===== src/rtl/sal_fifo_vr.sv =====
// sal_fifo_vr: synchronous first-word-fall-through FIFO with valid/ready
// handshakes on both sides, registered occupancy, programmable
// almost-full/almost-empty flags and an optional occupancy high-water mark.
//
// Handshake rule (both sides): a transfer happens on a rising clk edge
// exactly when valid and ready are both high. Valid does not wait for
// ready. s_ready_o and m_valid_o come straight from flops. s_ready_o does
// not look at m_ready_i, so a full FIFO refuses a push even while it is
// being popped.
//
// Optional feature: define SAL_FIFO_VR_PEAK_EN to build the peak-occupancy
// register behind peak_o. Without the macro, peak_o is tied to zero.
module sal_fifo_vr #(
    parameter int DEPTH_LG2  = 4,
    parameter int DATA_WIDTH = 32
) (
    input  logic                  clk,
    input  logic                  rst_n,
    input  logic                  flush_i,
    input  logic                  s_valid_i,
    output logic                  s_ready_o,
    input  logic [DATA_WIDTH-1:0] s_data_i,
    output logic                  m_valid_o,
    input  logic                  m_ready_i,
    output logic [DATA_WIDTH-1:0] m_data_o,
    input  logic [DEPTH_LG2:0]    afull_thres_i,
    input  logic [DEPTH_LG2:0]    aempty_thres_i,
    output logic                  afull_o,
    output logic                  aempty_o,
    output logic [DEPTH_LG2:0]    count_o,
    output logic [DEPTH_LG2:0]    peak_o
);

    localparam int PW    = DEPTH_LG2 + 1;
    localparam int DEPTH = 1 << DEPTH_LG2;

    // Storage is deliberately left without a reset.
    logic [DATA_WIDTH-1:0] mem [DEPTH];

    logic [PW-1:0] wr_ptr, rd_ptr, wr_nxt, rd_nxt;
    logic [PW-1:0] count_q, count_nxt;
    logic          s_ready_q, m_valid_q;
    logic          afull_q, aempty_q;
    logic          full_nxt, empty_nxt;
    logic          push, pop;

    assign push = s_valid_i & s_ready_q;
    assign pop  = m_valid_q & m_ready_i;

    // Next pointers and occupancy. A flush overrides any push or pop.
    always_comb begin
        wr_nxt    = wr_ptr + PW'(push);
        rd_nxt    = rd_ptr + PW'(pop);
        count_nxt = count_q + PW'(push) - PW'(pop);
        if (flush_i) begin
            wr_nxt    = '0;
            rd_nxt    = '0;
            count_nxt = '0;
        end
    end

    // The FIFO is full when the wrap bits differ and the index bits match.
    // It is empty when the two pointers are identical.
    always_comb begin
        full_nxt  = (wr_nxt[DEPTH_LG2] != rd_nxt[DEPTH_LG2]) &&
                    (wr_nxt[DEPTH_LG2-1:0] == rd_nxt[DEPTH_LG2-1:0]);
        empty_nxt = (wr_nxt == rd_nxt);
    end

    // Write the accepted payload into the slot at the write index.
    always_ff @(posedge clk) begin
        if (push) begin
            mem[wr_ptr[DEPTH_LG2-1:0]] <= s_data_i;
        end
    end

    // Register the pointers, occupancy, handshake flags and threshold flags.
    // The thresholds are compared against the next-state count.
    always_ff @(posedge clk) begin
        if (!rst_n) begin
            wr_ptr    <= '0;
            rd_ptr    <= '0;
            count_q   <= '0;
            s_ready_q <= 1'b1;
            m_valid_q <= 1'b0;
            afull_q   <= 1'b0;
            aempty_q  <= 1'b1;
        end else begin
            wr_ptr    <= wr_nxt;
            rd_ptr    <= rd_nxt;
            count_q   <= count_nxt;
            s_ready_q <= ~full_nxt;
            m_valid_q <= ~empty_nxt;
            afull_q   <= (count_nxt >= afull_thres_i);
            aempty_q  <= (count_nxt <= aempty_thres_i);
        end
    end

`ifdef SAL_FIFO_VR_PEAK_EN
    logic [PW-1:0] peak_q;

    // Track the largest occupancy seen since the last reset or flush.
    always_ff @(posedge clk) begin
        if (!rst_n || flush_i) begin
            peak_q <= '0;
        end else if (count_nxt > peak_q) begin
            peak_q <= count_nxt;
        end
    end

    assign peak_o = peak_q;
`else
    assign peak_o = '0;
`endif

    assign s_ready_o = s_ready_q;
    assign m_valid_o = m_valid_q;
    assign m_data_o  = mem[rd_ptr[DEPTH_LG2-1:0]];
    assign afull_o   = afull_q;
    assign aempty_o  = aempty_q;
    assign count_o   = count_q;

endmodule


===== config.mk =====
export PLATFORM = sky130hd
export DESIGN_NAME = sal_fifo_vr
export DESIGN_NICKNAME = d
export VERILOG_FILES = /design/src/rtl/sal_fifo_vr.sv
export SDC_FILE = /design/constraint.sdc
export NUM_CORES = 1
export LEC_CHECK = 0
export BUFFER_PORTS_ARGS = -buffer_cell sky130_fd_sc_hd__buf_4
export CORE_AREA = 2 2 144 251
export CTS_BUF_LIST = sky130_fd_sc_hd__clkbuf_8
export CTS_CLUSTER_DIAMETER = 120
export CTS_CLUSTER_SIZE = 20
export DETAILED_ROUTE_END_ITERATION = 6
export DIE_AREA = 0 0 146 253
export GPL_TIMING_DRIVEN = 0
export HOLD_SLACK_MARGIN = 0.05
export PLACE_DENSITY = 0.85
export RECOVER_POWER = 100
export SLEW_MARGIN = 10
export SYNTH_ARGS = -nofsm -noshare
export SYNTH_HDL_FRONTEND = slang
export SYNTH_SLANG_ARGS = --single-unit

===== constraint.sdc =====
create_clock -name clk -period 5.3 [get_ports clk]
set_clock_uncertainty 0.15 [all_clocks]
set_input_delay 1.06 -clock clk [delete_from_list [all_inputs] [get_ports clk]]
set_output_delay 1.06 -clock clk [all_outputs]
set_load 0.01 [all_outputs]

==> out/metrics.yaml <==
status: "complete, but fails checks"
violations: "capacitance limit, slew limit"
timing.fmax_mhz: 213
grt_start_max_net_pins: 22
die_area_um2: 36900
cts_tree: "built"
crit_path_end_kind: "output pin"
tightest_slew_ns: 2.16
synth_cell_types: 31
grt_overflow: 0
insertion_delay_ns: 0.64
drive_gt1_share_pct: 19.4
grt_usage_pct: 23.8
via_count: 9577
nFillCells: 2322
std_cell_rows: 91
cap_violations: 19
post-route-util_pct: 63.4
core-area_um2: 35100
drc_errors: 0
post_cts_buffers: 0
fin_crit_sh_pct: 88.7
postCtsHoldBufs: 0
grt_pass1_vias: 10200
hold_violations: 0
synth_most_common_cell: "edfxtp_1"
start_util_pct: 58.8
grt_pass1_wl_mm: 63.7
cp.required_ns: 4.09
drtPass1Iterations: 5
die_h_um: 253
post_synth.cell_area_avg_um2: 23.9
critPathKind: "reg2out"
finalCriticalPeriod_ns: 4.70
slew_headroom_pct: -44.4
nNetsFinal: 1082
gp_congestion: 0.730
cts_max_level: 1
cts_root_buf: "clkbuf_8"
drtIter0Drc: 1126
multi_input_area_um2: 4500
cts.sink_count: 531
ctsResizeCount: 0
clock_path_buffers: 3
synth_top_area_cell: "edfxtp_1"
synth-seq-area-share_pct: 76.4
vias_per_cell: 6.35
numCtsBuffers: 30
yosys_warnings: 0
seq_area_um2: 15800
synth_area_um2: 20600
dieWidth_um: 146
setup_viol: 0
place_ws_ns: 1.43
ys_top_cells_by_count: "512 x edfxtp_1, 128 x mux4_2, 32 x mux4_1"
syn_inst: 863
async_flop_share_pct: 0
antenna_found_initial: 5
design_area_um2: 22200
place_area_um2: 22400
synth.ff_latch_count: 531
drv_slew: 334
postLayoutSetupSlackWorst_ns: 0.596
hpwl_mm: 28.0
portBuffers: 87
ioPinCount: 93
synth_edf_count: 512
areaGrowthSynthToFinish_pct: 7.95
wl_per_cell_um: 28.6
routed_wl_mm: 43.1
holdWs_ns: 0.381
hold_path.class: "reg2reg"
static-leakage-power_uw: 0.00681
yosys.area.top_type_share_pct: 74.6
antenna_left: 0
path_max_fanout: 10
rsz0062_at_grt: "false"
synthTopCellsByArea: "edfxtp_1 75%, mux4_2 14%, mux4_1 4.1%"
peakVddDrop_mv: 0.243
worstPathArrival_ns: 3.49
powerDensity_nw_per_um2: 297
p_total_uw: 6620
synth-main-ff-cell: "edfxtp_1"
clk_transition_reported_paths_ns: 0.11
setup.worst_path.start_class: "flip-flop"
[worst max-delay path, cell delays in order (launching register included)]
cell and delay [ns]:
dfxtp_1 0.43, clkbuf_1 0.55, clkbuf_1 0.73, mux4_2 0.46, mux4_2 0.52, clkbuf_1 0.16
[kinds of logic (layout without fill, tap and decap cells)]
family                   after synthesis  in the layout  synth area share [%]
flip-flops                           531            531                  76.4
adder cells (fa/ha/maj)               20             20                  1.25
AO/OA/AOI/OAI                         14             14                 0.419
AND/OR/NAND/NOR                       60             60                  1.38
other                                  1             10                0.0182
XOR/XNOR                              15             15                 0.637
buffers and inverters                 62            234                  1.78
multiplexers                         160            160                  18.1
[per-layer routing]
metal  up-vias  GRT usage [%]  wire, um
met2       485           42.9     23300
li1       3946              -         -
met1      5034           30.0     15200
met5         -              0         0
met3       112           2.67      2990
met4         0           9.04      1590
[worst paths after layout]
check	slack [ns]	cells after the start	from	to
worst min register to register	0.38	2	rd_ptr[4]	rd_ptr[4]
worst max-delay path	0.60	5	rd_ptr[1]	m_data_o[21]
worst min-delay path	0.38	2	rd_ptr[4]	rd_ptr[4]
worst max register to register	1.10	4	wr_ptr[2]	mem[2][26]
[cell usage in the layout, fill, tap and decap left out, types with 7 or more instances in the layout]
| cell | n |
|---|---|
| buf_4 | 21 |
| buf_6 | 13 |
| clkbuf_1 | 118 |
| clkbuf_8 | 31 |
| dfxtp_1 | 19 |
| edfxtp_1 | 512 |
| ha_1 | 19 |
| inv_1 | 41 |
| mux4_1 | 32 |
| mux4_2 | 128 |
| nor2_1 | 27 |
| nor3_1 | 8 |
| xnor2_1 | 8 |
| xor2_1 | 7 |
[registers in the layout (all words and copies together) (netlist names)]
name and count:
wr_ptr 5, mem 512, afull_o 1, s_ready_o 1
count_o 5, m_valid_o 1, rd_ptr 5, aempty_o 1
[report_power, final]
group          switching [uW]  internal [uW]
registers                10.1           4620
clock network            1170            554
logic                     156            104
total                    1330           5280
[cell type report]
class | instances | area share, %
antenna | 5 | 0.0562
buffer | 45 | 1.36
clock buffer | 31 | 1.92
clock inverter | 25 | 0.456
inverter | 17 | 0.287
multi-input combinational | 274 | 20.2
sequential | 531 | 70.8
tap | 465 | 2.62
timing repair buffer | 116 | 2.26
[stage by stage]
stage	setup TNS, ns	cells
finish	0	1509
detailed placement	0	1448
CTS	0	1504
global placement	-202.67	1419
global route	0	1508
floorplan	0	867
Power figures use the tool's default switching activity.
